File: src/rtl/overlay_cfg_pkg.sv
// Shared types and constants for the overlay configuration loader.
// The readback check (CRC16 helpers) is only used when OVERLAY_CFG_VERIFY_EN is defined.
package overlay_cfg_pkg;

    typedef enum logic [2:0] {
        ST_IDLE      = 3'd0,
        ST_WAIT_WORD = 3'd1,
        ST_SHIFT     = 3'd2,
        ST_VERIFY    = 3'd3,
        ST_DONE      = 3'd4
    } state_t;

    localparam logic [15:0] CRC_POLY = 16'h1021;
    localparam logic [15:0] CRC_INIT = 16'hFFFF;

    // One bit-serial CRC-16/CCITT step, MSB-first feedback.
    function automatic logic [15:0] crc16_step(input logic [15:0] crc, input logic bit_in);
        logic fb;
        fb = crc[15] ^ bit_in;
        return {crc[14:0], 1'b0} ^ (fb ? CRC_POLY : 16'h0000);
    endfunction

endpackage

File: src/rtl/overlay_cfg_loader_crc16.sv
// Bit-serial CRC-16 accumulator used for scan-chain readback checking.
// crc is the registered value; crc_next is what it becomes at the next edge,
// so a caller can compare against the final bit without an extra cycle.
module cfg_crc16
    import overlay_cfg_pkg::*;
(
    input  logic        clock,
    input  logic        reset,
    input  logic        clear,
    input  logic        enable,
    input  logic        bit_in,
    output logic [15:0] crc,
    output logic [15:0] crc_next
);

    logic [15:0] crc_q;
    logic [15:0] crc_d;

    // Next CRC: clear wins over a step; otherwise hold.
    always_comb begin
        crc_d = crc_q;
        if (clear) begin
            crc_d = CRC_INIT;
        end else if (enable) begin
            crc_d = crc16_step(crc_q, bit_in);
        end
    end

    // CRC register.
    always_ff @(posedge clock or negedge reset) begin
        if (!reset) begin
            crc_q <= CRC_INIT;
        end else begin
            crc_q <= crc_d;
        end
    end

    assign crc      = crc_q;
    assign crc_next = crc_d;

endmodule

File: src/rtl/overlay_cfg_loader.sv
// Overlay fabric configuration loader: takes host words over valid/ready and
// shifts exactly CHAIN_LEN bits MSB-first onto the fabric scan chain.
// Optional readback check enabled by defining OVERLAY_CFG_VERIFY_EN.
//
// state        | meaning
// -------------+-----------------------------------------------------------
// ST_IDLE      | after reset, nothing loaded; waits for start
// ST_WAIT_WORD | load in progress, shift register empty, host stalled
// ST_SHIFT     | one chain bit per cycle; next word may be taken on last bit
// ST_VERIFY    | chain recirculated once, CRC of returned bits collected
// ST_DONE      | load complete; waits for start
module overlay_cfg_loader
    import overlay_cfg_pkg::*;
#(
    parameter int CHAIN_LEN = 400,
    parameter int WORD_W    = 8
) (
    input  logic              clock,
    input  logic              reset,
    input  logic              start,
    input  logic [WORD_W-1:0] word_in,
    input  logic              word_valid,
    output logic              word_ready,
    output logic              chain_enable,
    output logic              chain_out,
    input  logic              chain_in,
    output logic              busy,
    output logic              done,
    output logic              error
);

    localparam int CNT_W = $clog2(CHAIN_LEN + 1);
    localparam int WB_W  = $clog2(WORD_W + 1);
    localparam logic [CNT_W-1:0] CHAIN_LEN_C = CNT_W'(CHAIN_LEN);
    localparam logic [CNT_W-1:0] CNT_ONE     = CNT_W'(1);
    localparam logic [WB_W-1:0]  WORD_W_C    = WB_W'(WORD_W);
    localparam logic [WB_W-1:0]  WB_ONE      = WB_W'(1);

    state_t             state_q, state_d;
    logic [CNT_W-1:0]   bits_left_q, bits_left_d;
    logic [WB_W-1:0]    wbits_q, wbits_d;
    logic [WORD_W-1:0]  shreg_q, shreg_d;
    logic               error_q, error_d;

`ifdef OVERLAY_CFG_VERIFY_EN
    logic        crc_clear;
    logic        crc_tx_en;
    logic        crc_rd_en;
    logic [15:0] crc_tx;
    logic [15:0] crc_rd_next;
    logic [15:0] crc_tx_next_unused;
    logic [15:0] crc_rd_unused;
`else
    logic        unused_chain_in;
    assign unused_chain_in = chain_in;
`endif

    // Next-state, counters and chain/handshake outputs.
    always_comb begin
        state_d      = state_q;
        bits_left_d  = bits_left_q;
        wbits_d      = wbits_q;
        shreg_d      = shreg_q;
        error_d      = error_q;
        word_ready   = 1'b0;
        chain_enable = 1'b0;
        chain_out    = 1'b0;
`ifdef OVERLAY_CFG_VERIFY_EN
        crc_clear    = 1'b0;
        crc_tx_en    = 1'b0;
        crc_rd_en    = 1'b0;
`endif
        case (state_q)
            ST_IDLE, ST_DONE: begin
                if (start) begin
                    state_d     = ST_WAIT_WORD;
                    bits_left_d = CHAIN_LEN_C;
                    error_d     = 1'b0;
`ifdef OVERLAY_CFG_VERIFY_EN
                    crc_clear   = 1'b1;
`endif
                end
            end
            ST_WAIT_WORD: begin
                word_ready = 1'b1;
                if (word_valid) begin
                    shreg_d = word_in;
                    wbits_d = WORD_W_C;
                    state_d = ST_SHIFT;
                end
            end
            ST_SHIFT: begin
                chain_enable = 1'b1;
                chain_out    = shreg_q[WORD_W-1];
                shreg_d      = shreg_q << 1;
                bits_left_d  = bits_left_q - CNT_ONE;
                wbits_d      = wbits_q - WB_ONE;
`ifdef OVERLAY_CFG_VERIFY_EN
                crc_tx_en    = 1'b1;
`endif
                if (bits_left_q == CNT_ONE) begin
                    // Chain full; any low bits still in shreg are discarded.
`ifdef OVERLAY_CFG_VERIFY_EN
                    state_d     = ST_VERIFY;
                    bits_left_d = CHAIN_LEN_C;
`else
                    state_d     = ST_DONE;
`endif
                end else if (wbits_q == WB_ONE) begin
                    // Last bit of this word: take the next one without a bubble.
                    word_ready = 1'b1;
                    if (word_valid) begin
                        shreg_d = word_in;
                        wbits_d = WORD_W_C;
                    end else begin
                        state_d = ST_WAIT_WORD;
                    end
                end
            end
`ifdef OVERLAY_CFG_VERIFY_EN
            ST_VERIFY: begin
                // Recirculate so the fabric ends up holding what was loaded.
                chain_enable = 1'b1;
                chain_out    = chain_in;
                crc_rd_en    = 1'b1;
                bits_left_d  = bits_left_q - CNT_ONE;
                if (bits_left_q == CNT_ONE) begin
                    error_d = (crc_rd_next != crc_tx);
                    state_d = ST_DONE;
                end
            end
`endif
            default: begin
                state_d = ST_IDLE;
            end
        endcase
    end

    // State and datapath registers.
    always_ff @(posedge clock or negedge reset) begin
        if (!reset) begin
            state_q     <= ST_IDLE;
            bits_left_q <= '0;
            wbits_q     <= '0;
            shreg_q     <= '0;
            error_q     <= 1'b0;
        end else begin
            state_q     <= state_d;
            bits_left_q <= bits_left_d;
            wbits_q     <= wbits_d;
            shreg_q     <= shreg_d;
            error_q     <= error_d;
        end
    end

    assign busy  = (state_q == ST_WAIT_WORD) || (state_q == ST_SHIFT) || (state_q == ST_VERIFY);
    assign done  = (state_q == ST_DONE);
    assign error = error_q;

`ifdef OVERLAY_CFG_VERIFY_EN
    cfg_crc16 u_crc_tx (
        .clock    (clock),
        .reset    (reset),
        .clear    (crc_clear),
        .enable   (crc_tx_en),
        .bit_in   (chain_out),
        .crc      (crc_tx),
        .crc_next (crc_tx_next_unused)
    );

    cfg_crc16 u_crc_rd (
        .clock    (clock),
        .reset    (reset),
        .clear    (crc_clear),
        .enable   (crc_rd_en),
        .bit_in   (chain_in),
        .crc      (crc_rd_unused),
        .crc_next (crc_rd_next)
    );
`endif

endmodule
File: config.mk
export PLATFORM = sky130hd
export DESIGN_NAME = overlay_cfg_loader
export DESIGN_NICKNAME = d
export VERILOG_FILES = /design/src/rtl/overlay_cfg_pkg.sv /design/src/rtl/overlay_cfg_loader_crc16.sv /design/src/rtl/overlay_cfg_loader.sv
export SDC_FILE = /design/constraint.sdc
export NUM_CORES = 1
export LEC_CHECK = 0
export BUFFER_PORTS_ARGS = -buffer_cell sky130_fd_sc_hd__buf_2
export CELL_PAD_IN_SITES_DETAIL_PLACEMENT = 0
export CELL_PAD_IN_SITES_GLOBAL_PLACEMENT = 1
export CORE_MARGIN = 2
export CORE_UTILIZATION = 36
export DETAILED_ROUTE_END_ITERATION = 8
export PLACE_DENSITY = 0.73
export SETUP_SLACK_MARGIN = 0.2
export SLEW_MARGIN = 15
export SYNTH_ARGS = -nofsm -noshare
export SYNTH_HDL_FRONTEND = slang
export SYNTH_SLANG_ARGS = --single-unit
File: constraint.sdc
create_clock -name clock -period 1.7 [get_ports clock]
set_clock_uncertainty 0.2 [all_clocks]
set_input_delay 0.51 -clock clock [delete_from_list [all_inputs] [get_ports clock]]
set_output_delay 0.51 -clock clock [all_outputs]
set_load 0.01 [all_outputs]
==> impl_metrics.env, run 1 <==
export IMPL_outcome="finished, violations left"
export IMPL_violated_checks="setup timing"
export IMPL_clkLatencyLatePin_ps=260
export IMPL_synth_seq_area_share_pct=45.3
export IMPL_worst_slew_margin_rel_pct=63.3
export IMPL_antennaDiodeCount=0
export IMPL_synthesized_cell_area_um2=1330
export IMPL_syn_nets=140
export IMPL_syn_to_final_growth_pct=60.6
export IMPL_worstPathBufferInverterCount=2
export IMPL_fp_dieW_um=64.7
export IMPL_timing_critical_path_slowest_cell_delay_ps=390
export IMPL_first_pass_grt_wire_length_mm=5.73
export IMPL_ir_drop_mv=0.865
export IMPL_die_height_um=64.7
export IMPL_place_inst=213
export IMPL_number_of_iterations_in_the_first_detailed_routing_pass=4
export IMPL_worstSetupPathType="flip-flop to primary output"
export IMPL_placementRows=22
export IMPL_startpoint_type="flip-flop"
export IMPL_top_level_ports=19
export IMPL_worst_slew_pin_transition_ps=551
export IMPL_post_synth_top_count_cell="sky130_fd_sc_hd__dfrtp_1"
export IMPL_post_route_min_period_ps=2260
export IMPL_postCtsHoldBufs=0
export IMPL_critical_path_cell_chain="inv_2 -> ha_4 -> nor4b_4 -> a21oi_2 -> nand2b_1 -> a21oi_2 -> buf_2"
export IMPL_critPathRequiredTime_ps=990
export IMPL_path_max_fanout=3
export IMPL_viasPerCell=5.15
export IMPL_synth_top_area_cell="sky130_fd_sc_hd__dfrtp_1"
export IMPL_hold_slack_ps=21.4
export IMPL_finalNonFillerCells=237
export IMPL_deepest_clock_path_buffer_count=2
export IMPL_layout_filler_cells=310
export IMPL_synth_area_top_cells="sky130_fd_sc_hd__dfrtp_1 45%, sky130_fd_sc_hd__a221o_1 5.3%, sky130_fd_sc_hd__and2_1 4.2%, sky130_fd_sc_hd__ha_1 3.8%, sky130_fd_sc_hd__nand3_1 3.0%"
export IMPL_path_delay_family="flip-flops"
export IMPL_synth_edff_count=0
export IMPL_p_leak_uw=0.000919
export IMPL_finalSetupTns_ps=-5950
export IMPL_floorplan_initialDensity_pct=36.8
export IMPL_critical_path_endpoint_type="primary output"
export IMPL_post_route_drc_count=0
export IMPL_pre_cts_ws_ps=-209
export IMPL_synth_cells_most_frequent="24 x sky130_fd_sc_hd__dfrtp_1, 9 x sky130_fd_sc_hd__and2_1, 9 x sky130_fd_sc_hd__nand2_1, 8 x sky130_fd_sc_hd__nand3_1, 8 x sky130_fd_sc_hd__o21ai_0"
export IMPL_final_hold_violation_count=0
export IMPL_dpl_hpwl_mm=2.23
export IMPL_period_share_pct=133
export IMPL_dieArea_um2=4190
export IMPL_clkSlewWorstSetupHoldPaths_ps=90
export IMPL_timing_reg2reg_setup_slack_ps=-280
export IMPL_max_cap_violations=0
export IMPL_detail_route_iter0_violations=41
export IMPL_yosys_warnings=0
export IMPL_portBuffers=16
export IMPL_critical_path_slowest_cell="sky130_fd_sc_hd__dfrtp_1"
export IMPL_power_total_uw=3700
export IMPL_syn_instance_count=123
export IMPL_cts_tree="done"
export IMPL_final_max_slew_viol_count=0
export IMPL_dominantRegCellSynth="sky130_fd_sc_hd__dfrtp_1"
export IMPL_setup_violations_final=26
export IMPL_gr_total_overflow=0
export IMPL_yosysTopAreaCellShare_pct=45.3
export IMPL_seqCellArea_um2=601
export IMPL_grt_usage_pct=17.7
export IMPL_layout_drive_gt1_share_pct=53.4
export IMPL_critical_path_at_ps=1550
export IMPL_vias=1221
export IMPL_r2r_start="state_q[0]"
export IMPL_setup_worst_path_start="bits_left_q[1]"
export IMPL_pin_count_of_the_biggest_net_entering_global_routing=25
export IMPL_cts_root_buffer_cell="sky130_fd_sc_hd__clkbuf_8"
export IMPL_pwr_density_cell_nw_per_um2=1740
export IMPL_worst_path_most_repeated_cell="sky130_fd_sc_hd__a21oi_2"
export IMPL_avgSynthCellArea_um2=10.8
export IMPL_h_tree_lvls=1
export IMPL_max_fclk_mhz=443
export IMPL_grt_antenna_before_repair=0
export IMPL_first_global_vias=1250
export IMPL_cts_inserted_buffers=3
export IMPL_numClockSinks=24
export IMPL_final_nets=207
export IMPL_worst_hold_path_type="primary input to async pin"
export IMPL_ant_nets=0
export IMPL_place_gp_congestion=0.759
export IMPL_core_area_um2=3610
export IMPL_number_of_library_cell_types_mapped_by_synthesis=41
export IMPL_combined_area_of_the_multi_input_logic_cells_um2=845
export IMPL_rsz0062_at_grt="yes"
export IMPL_route_detailed_wl_per_inst_um=15.1
export IMPL_worst_slack_ps=-559
export IMPL_synth_async_sr_flop_share_pct=100
export IMPL_postSynthRegisterBits=24
export IMPL_routed_wirelength_mm=3.57
where the power goes:
| group | total, µW | leakage [µW] | switching (µW) | internal, µW |
|---|---|---|---|---|
| logic | 2250 | 0.000593 | 1020 | 1230 |
| clock network | 494 | 0.0000357 | 180 | 314 |
| registers | 959 | 0.000291 | 162 | 798 |
sequential cells by signal, indices dropped and copies added, names as in the netlist:
signal	flops
wbits_q	4
state_q	3
bits_left_q	9
shreg_q	8
what timing repair did:
item,CTS,global route
buffers inserted,10,9
gates resized for setup,36,17
gates cloned,1,0
pin swaps,19,21
setup endpoints to repair,29,29
routing by layer:
layer / vias up / GRT usage (%) / part of all wire (%)
met5: - / 0 / 0
met4: 0 / 4.52 / 2.3
met3: 8 / 3.47 / 2.9
met2: 33 / 33.3 / 54
met1: 600 / 20.4 / 41
li1: 580 / - / -
per-stage QoR:
| step | instance area [µm²] | util [%] |
|---|---|---|
| finish | 2130 | 59.1 |
| global route | 2130 | 59.1 |
| CTS | 1980 | 55.0 |
| detailed placement | 1680 | 46.6 |
| global placement | 1680 | 46.6 |
| floorplan | 1340 | - |
path summary, 6_finish.rpt:
check / depth (start not counted) / end
max in group asynchronous: 1 / shreg_q[3]
min reg2reg: 2 / shreg_q[0]
min: 1 / bits_left_q[4]
max reg2reg: 8 / bits_left_q[8]
max: 7 / word_ready
min in group clock: 3 / shreg_q[0]
layout make-up:
| type | count | area share (%) |
|---|---|---|
| Tap cell | 48 | 2.82 |
| Multi-Input combinational cell | 92 | 39.7 |
| Clock buffer | 3 | 1.94 |
| Sequential cell | 24 | 28.2 |
| Timing Repair Buffer | 64 | 24.5 |
| Clock inverter | 1 | 1.41 |
| Inverter | 5 | 1.47 |
cell usage in the layout, fill, tap and decap left out, types with 3 or more instances in the layout:
| master | Yosys | final |
|---|---|---|
| sky130_fd_sc_hd__nand3_1 | 8 | 4 |
| sky130_fd_sc_hd__nor2_1 | 6 | 5 |
| sky130_fd_sc_hd__and2_1 | 9 | 8 |
| sky130_fd_sc_hd__buf_2 | 0 | 14 |
| sky130_fd_sc_hd__nor2_4 | 1 | 3 |
| sky130_fd_sc_hd__nand2_1 | 9 | 8 |
| sky130_fd_sc_hd__a21oi_2 | 0 | 3 |
| sky130_fd_sc_hd__dfrtp_1 | 24 | 24 |
| sky130_fd_sc_hd__nand3_2 | 0 | 3 |
| sky130_fd_sc_hd__buf_6 | 1 | 17 |
| sky130_fd_sc_hd__clkbuf_8 | 0 | 3 |
| sky130_fd_sc_hd__buf_4 | 1 | 32 |
| sky130_fd_sc_hd__xnor2_1 | 3 | 3 |
| sky130_fd_sc_hd__a221o_1 | 7 | 7 |
| sky130_fd_sc_hd__o21ai_1 | 0 | 5 |
| sky130_fd_sc_hd__a21oi_1 | 6 | 3 |
cell families after synthesis:
group	Yosys count	share of synthesized area, %
other	1	0.283
buffers and inverters	8	4.06
DFF	24	45.3
muxes	1	0.755
adders and majority gates	4	3.77
and+or+nand+nor	53	26.9
AOI/OAI and AO/OA	28	16.3
xor gates and xnor gates	4	2.64
Note: power is estimated with default switching activity, not from simulation.
==> run 2, diff against run 1 <==
--- a/config.mk
+++ b/config.mk
@@ -5,12 +5,13 @@
 export SDC_FILE = /design/constraint.sdc
 export NUM_CORES = 1
 export LEC_CHECK = 0
+export ABC_CLOCK_PERIOD_IN_PS = 1700
 export BUFFER_PORTS_ARGS = -buffer_cell sky130_fd_sc_hd__buf_2
 export CELL_PAD_IN_SITES_DETAIL_PLACEMENT = 0
 export CELL_PAD_IN_SITES_GLOBAL_PLACEMENT = 1
-export CORE_MARGIN = 2
 export CORE_UTILIZATION = 36
 export DETAILED_ROUTE_END_ITERATION = 8
+export HOLD_SLACK_MARGIN = 0.03
 export PLACE_DENSITY = 0.73
 export SETUP_SLACK_MARGIN = 0.2
 export SLEW_MARGIN = 15
==> impl_metrics.env, run 2 (synthesized netlist as in run 1, its figures left out) <==
export IMPL_outcome="finished, violations left"
export IMPL_violated_checks="setup timing"
export IMPL_layout_filler_cells=281
export IMPL_worstSetupPathType="flip-flop to primary output"
export IMPL_finalCoreUtilization_pct=62.6
export IMPL_largest_register_ff_count=9
export IMPL_first_pass_grt_wire_length_mm=5.62
export IMPL_clkLatencyLatePin_ps=270
export IMPL_placementRows=21
export IMPL_ir_drop_mv=0.835
export IMPL_worst_path_most_repeated_cell="sky130_fd_sc_hd__a21oi_2"
export IMPL_final_max_slew_viol_count=0
export IMPL_biggestRegsByFlops="bits_left_q (9), shreg_q (8), wbits_q (4)"
export IMPL_period_share_pct=132
export IMPL_numClockSinks=24
export IMPL_worst_slack_ps=-540
export IMPL_p_leak_uw=0.000918
export IMPL_cts_inserted_buffers=3
export IMPL_gr_total_overflow=0
export IMPL_register_with_the_most_flip_flops="bits_left_q"
export IMPL_die_height_um=62.7
export IMPL_syn_to_final_growth_pct=62.4
export IMPL_number_of_iterations_in_the_first_detailed_routing_pass=4
export IMPL_first_global_vias=1200
export IMPL_clkSlewWorstSetupHoldPaths_ps=80
export IMPL_routed_wirelength_mm=3.51
export IMPL_top_level_ports=19
export IMPL_setup_violations_final=21
export IMPL_hold_slack_ps=267
export IMPL_detail_route_iter0_violations=29
export IMPL_final_hold_violation_count=0
export IMPL_final_nets=207
export IMPL_startpoint_type="flip-flop"
export IMPL_layout_drive_gt1_share_pct=54.0
export IMPL_dpl_hpwl_mm=2.12
export IMPL_grt_usage_pct=18.3
export IMPL_place_inst=212
export IMPL_deepest_clock_path_buffer_count=2
export IMPL_pwr_density_cell_nw_per_um2=1740
export IMPL_worst_hold_path_type="primary input to flip-flop"
export IMPL_critical_path_cell_chain="inv_2 -> ha_4 -> nor4b_4 -> a21oi_2 -> nand2b_1 -> a21oi_2 -> buf_2"
export IMPL_worst_slew_pin_transition_ps=554
export IMPL_rsz0062_at_grt="yes"
export IMPL_path_max_fanout=3
export IMPL_portBuffers=16
export IMPL_h_tree_lvls=1
export IMPL_critical_path_at_ps=1530
export IMPL_ant_nets=0
export IMPL_post_route_min_period_ps=2240
export IMPL_grt_antenna_before_repair=0
export IMPL_floorplan_initialDensity_pct=38.5
export IMPL_max_cap_violations=0
export IMPL_antennaDiodeCount=0
export IMPL_core_area_um2=3440
export IMPL_critical_path_slowest_cell="sky130_fd_sc_hd__dfrtp_1"
export IMPL_critical_path_endpoint_type="primary output"
export IMPL_vias=1201
export IMPL_timing_critical_path_slowest_cell_delay_ps=400
export IMPL_post_route_drc_count=0
export IMPL_cts_root_buffer_cell="sky130_fd_sc_hd__clkbuf_8"
export IMPL_most_used_cells_in_the_layout_excluding_fill_and_tap_cells="29 x sky130_fd_sc_hd__buf_4, 24 x sky130_fd_sc_hd__dfrtp_1, 19 x sky130_fd_sc_hd__buf_6, 14 x sky130_fd_sc_hd__buf_2"
export IMPL_dieArea_um2=3930
export IMPL_max_fclk_mhz=446
export IMPL_route_detailed_wl_per_inst_um=15.0
export IMPL_worst_slew_margin_rel_pct=63.1
export IMPL_critPathRequiredTime_ps=990
export IMPL_mostFrequentLayoutCell="sky130_fd_sc_hd__buf_4"
export IMPL_pin_count_of_the_biggest_net_entering_global_routing=25
export IMPL_fp_dieW_um=62.7
export IMPL_viasPerCell=5.11
export IMPL_place_gp_congestion=0.841
export IMPL_finalNonFillerCells=235
export IMPL_cts_tree="done"
[run 2: cell types whose count changed in the layout (fill, tap and decap cells not counted), sizes merged]
cell         change
buf              -1
dlygate4sd3      +1
[run 2: worst paths after layout]
kind	startpoint	end	slack, ps	cells after the start
setup / recovery	bits_left_q[1]	word_ready	-540	7
hold / removal	word_in[1]	shreg_q[1]	270	2
setup reg to reg	bits_left_q[0]	bits_left_q[8]	-260	9
hold reg to reg	shreg_q[0]	shreg_q[0]	300	2
max in group asynchronous	reset	shreg_q[6]	370	2
min in group asynchronous	reset	bits_left_q[7]	550	2
[run 2: area by class of cell]
type | instances | area, µm² | area share [%]
Inverter | 5 | 33.8 | 1.57
Clock buffer | 3 | 41.3 | 1.92
Tap cell | 46 | 57.6 | 2.67
Sequential cell | 24 | 601 | 27.9
Clock inverter | 1 | 30.0 | 1.39
Timing Repair Buffer | 64 | 527 | 24.5
Multi-Input combinational cell | 92 | 863 | 40.1
[run 2: power breakdown]
part | internal [µW] | switching [µW] | leakage [µW] | total [µW]
Sequential | 798 | 172 | 0.000291 | 970
Clock | 315 | 189 | 0.0000357 | 504
Combinational | 1240 | 1040 | 0.000592 | 2270
[run 2: worst max-delay path: cells and delay by family (launching register included)]
family                   cells  cell delay (ps)
AO/OA/AOI/OAI                2              170
adder cells (fa/ha/maj)      1              120
buffers and inverters        2              210
flip-flops                   1              400
AND/OR/NAND/NOR              2              350
[run 2: per-stage QoR]
step	cell area [µm²]	total power [µW]	setup TNS (ps)	setup WS [ps]
finish	2150	3750	-4480	-540
global route	2150	3990	-6620	-654
CTS	1990	3460	-3420	-550
detailed placement	1680	2490	-2350	-240
global placement	1680	2430	-1930	-186
floorplan	1340	1850	-648	-129
[run 2: metal layers]
layer / wire [µm] / share of wire, % / global-route usage [%]
met5: 0 / 0 / 0
met3: 89 / 2.5 / 3.28
met4: 39 / 1.1 / 4.65
met1: 1440 / 41 / 21.9
met2: 1950 / 55 / 33.3
[run 2: what timing repair did]
| action | CTS | global route |
|---|---|---|
| pin swaps | 18 | 14 |
| endpoints found under the hold margin | 6 | 0 |
| setup buffers | 8 | 9 |
| gates cloned | 1 | 0 |
| endpoints found under the setup margin | 28 | 29 |
| gates resized for setup | 36 | 23 |
| hold buffers | 1 | 0 |
==> run 3, diff against run 2 <==
--- a/config.mk
+++ b/config.mk
@@ -10,6 +10,7 @@
 export CELL_PAD_IN_SITES_DETAIL_PLACEMENT = 0
 export CELL_PAD_IN_SITES_GLOBAL_PLACEMENT = 1
 export CORE_UTILIZATION = 36
+export CTS_BUF_LIST = sky130_fd_sc_hd__clkbuf_16
 export DETAILED_ROUTE_END_ITERATION = 8
 export HOLD_SLACK_MARGIN = 0.03
 export PLACE_DENSITY = 0.73
==> impl_metrics.env, run 3 (synthesized netlist as in run 1, its figures left out) <==
export IMPL_post_route_min_period_ps=2200
export IMPL_period_share_pct=130
export IMPL_worstSetupPathType="flip-flop to primary output"
export IMPL_ir_drop_mv=1.21
export IMPL_numClockSinks=24
export IMPL_worst_slew_margin_rel_pct=62.8
export IMPL_route_detailed_wl_per_inst_um=15.0
export IMPL_largest_register_ff_count=9
export IMPL_deepest_clock_path_buffer_count=2
export IMPL_routed_wirelength_mm=3.50
export IMPL_pwr_density_cell_nw_per_um2=1780
export IMPL_finalCoreUtilization_pct=61.7
export IMPL_r2r_start="bits_left_q[5]"
export IMPL_biggestRegsByFlops="bits_left_q (9), shreg_q (8), wbits_q (4)"
export IMPL_viasPerCell=5.19
export IMPL_worst_hold_path_type="primary input to async pin"
export IMPL_max_cap_violations=0
export IMPL_place_gp_congestion=0.841
export IMPL_die_height_um=62.7
export IMPL_placementRows=21
export IMPL_max_fclk_mhz=454
export IMPL_startpoint_type="flip-flop"
export IMPL_final_hold_violation_count=0
export IMPL_top_level_ports=19
export IMPL_path_max_fanout=3
export IMPL_critPathRequiredTime_ps=990
export IMPL_seqCellArea_um2=602
export IMPL_first_pass_grt_wire_length_mm=5.55
export IMPL_combined_area_of_the_multi_input_logic_cells_um2=843
export IMPL_clkSlewWorstSetupHoldPaths_ps=60
export IMPL_first_global_vias=1225
export IMPL_cts_inserted_buffers=3
export IMPL_cts_tree="done"
export IMPL_portBuffers=16
export IMPL_worst_slew_pin_transition_ps=559
export IMPL_rsz0062_at_grt="yes"
export IMPL_grt_usage_pct=18.1
export IMPL_vias=1209
export IMPL_final_max_slew_viol_count=0
export IMPL_critical_path_at_ps=1490
export IMPL_final_nets=205
export IMPL_violated_checks="setup timing"
export IMPL_dieArea_um2=3930
export IMPL_dpl_hpwl_mm=2.12
export IMPL_pin_count_of_the_biggest_net_entering_global_routing=25
export IMPL_outcome="finished, violations left"
export IMPL_layout_filler_cells=301
export IMPL_mostFrequentLayoutCell="sky130_fd_sc_hd__buf_4"
export IMPL_fp_dieW_um=62.7
export IMPL_place_inst=212
export IMPL_finalNonFillerCells=233
export IMPL_worstRegToRegCells=6
export IMPL_worst_reg2reg_endpoint="shreg_q[6]"
export IMPL_timing_reg2reg_setup_slack_ps=-260
export IMPL_core_area_um2=3440
export IMPL_most_used_cells_in_the_layout_excluding_fill_and_tap_cells="32 x sky130_fd_sc_hd__buf_4, 23 x sky130_fd_sc_hd__dfrtp_1, 14 x sky130_fd_sc_hd__buf_2, 14 x sky130_fd_sc_hd__buf_6, 9 x sky130_fd_sc_hd__nand2_1"
export IMPL_critical_path_endpoint_type="primary output"
export IMPL_worst_slack_ps=-503
export IMPL_ant_nets=0
export IMPL_layout_drive_gt1_share_pct=51.9
export IMPL_grt_antenna_before_repair=0
export IMPL_detail_route_iter0_violations=27
export IMPL_syn_to_final_growth_pct=60.0
export IMPL_gr_total_overflow=0
export IMPL_number_of_iterations_in_the_first_detailed_routing_pass=4
export IMPL_register_with_the_most_flip_flops="bits_left_q"
export IMPL_p_leak_uw=0.000915
export IMPL_setup_violations_final=22
export IMPL_antennaDiodeCount=0
export IMPL_h_tree_lvls=1
export IMPL_cts_root_buffer_cell="sky130_fd_sc_hd__clkbuf_16"
export IMPL_floorplan_initialDensity_pct=38.5
export IMPL_post_route_drc_count=0
export IMPL_clkLatencyLatePin_ps=260
## run 3: cell count changes in the layout (fill, tap and decap cells not counted), sizes merged
cell / before / now
dlygate4sd3: 1 / 0
buf: 63 / 61
nand2: 10 / 11
## run 3: per-stage QoR
stage / setup TNS (ps) / power [µW] / worst slack [ps] / hold slack [ps] / area (µm²)
floorplan: -648 / 1850 / -129 / 14.4 / 1340
global placement: -1930 / 2430 / -186 / 275 / 1680
detailed placement: -2350 / 2490 / -240 / 294 / 1680
CTS: -3670 / 3530 / -508 / 51.0 / 1970
global route: -5990 / 4010 / -597 / 81.2 / 2120
finish: -4420 / 3790 / -503 / 38.5 / 2120
## run 3: final cells by class
type                       instances  area share [%]
clock inverter                     1            1.42
timing repair buffer              61            22.8
multi-input combinational         93            39.7
tap                               46            2.71
clock buffer                       3            3.54
inverter                           5            1.47
sequential                        24            28.4
## run 3: power breakdown
group          total, µW  internal, µW  switching [µW]  leakage, µW
clock                668           468             200    0.0000511
sequential           963           801             161     0.000289
combinational       2160          1160             991     0.000574
total               3790          2430            1350     0.000915
## run 3: worst max path at each step
stage / start / end / slack [ps] / cells after the start
after floorplan: bits_left_q[1] / word_ready / -130 / 6
after detailed placement: bits_left_q[1] / word_ready / -240 / 7
final: bits_left_q[1] / word_ready / -500 / 7
after global routing: bits_left_q[1] / word_ready / -600 / 7
after CTS: bits_left_q[1] / word_ready / -510 / 7
after global placement: bits_left_q[0] / word_ready / -190 / 6
## run 3: worst max-delay path: stages, from the launching register on
cell and delay [ps]:
sky130_fd_sc_hd__dfrtp_1 400, sky130_fd_sc_hd__inv_2 80, sky130_fd_sc_hd__ha_4 120, sky130_fd_sc_hd__nor4b_4 230, sky130_fd_sc_hd__a21oi_2 110, sky130_fd_sc_hd__nand2b_1 110
sky130_fd_sc_hd__a21oi_2 60, sky130_fd_sc_hd__buf_2 130
## run 3: routing by layer
| layer | part of all wire [%] | vias to the layer above | GRT usage (%) |
|---|---|---|---|
| li1 | - | 577 | - |
| met1 | 40 | 603 | 20.5 |
| met2 | 55 | 23 | 32.9 |
| met3 | 3.1 | 6 | 3.83 |
| met4 | 1.7 | 0 | 7.27 |
| met5 | 0 | - | 0 |
## run 3: repair_timing
item	CTS	global route
hold buffers	0	0
resized for setup	31	16
pin swaps	14	9
buffers inserted	6	9
endpoints found under the setup margin	28	28
gates cloned	2	0
hold endpoints to repair	0	0
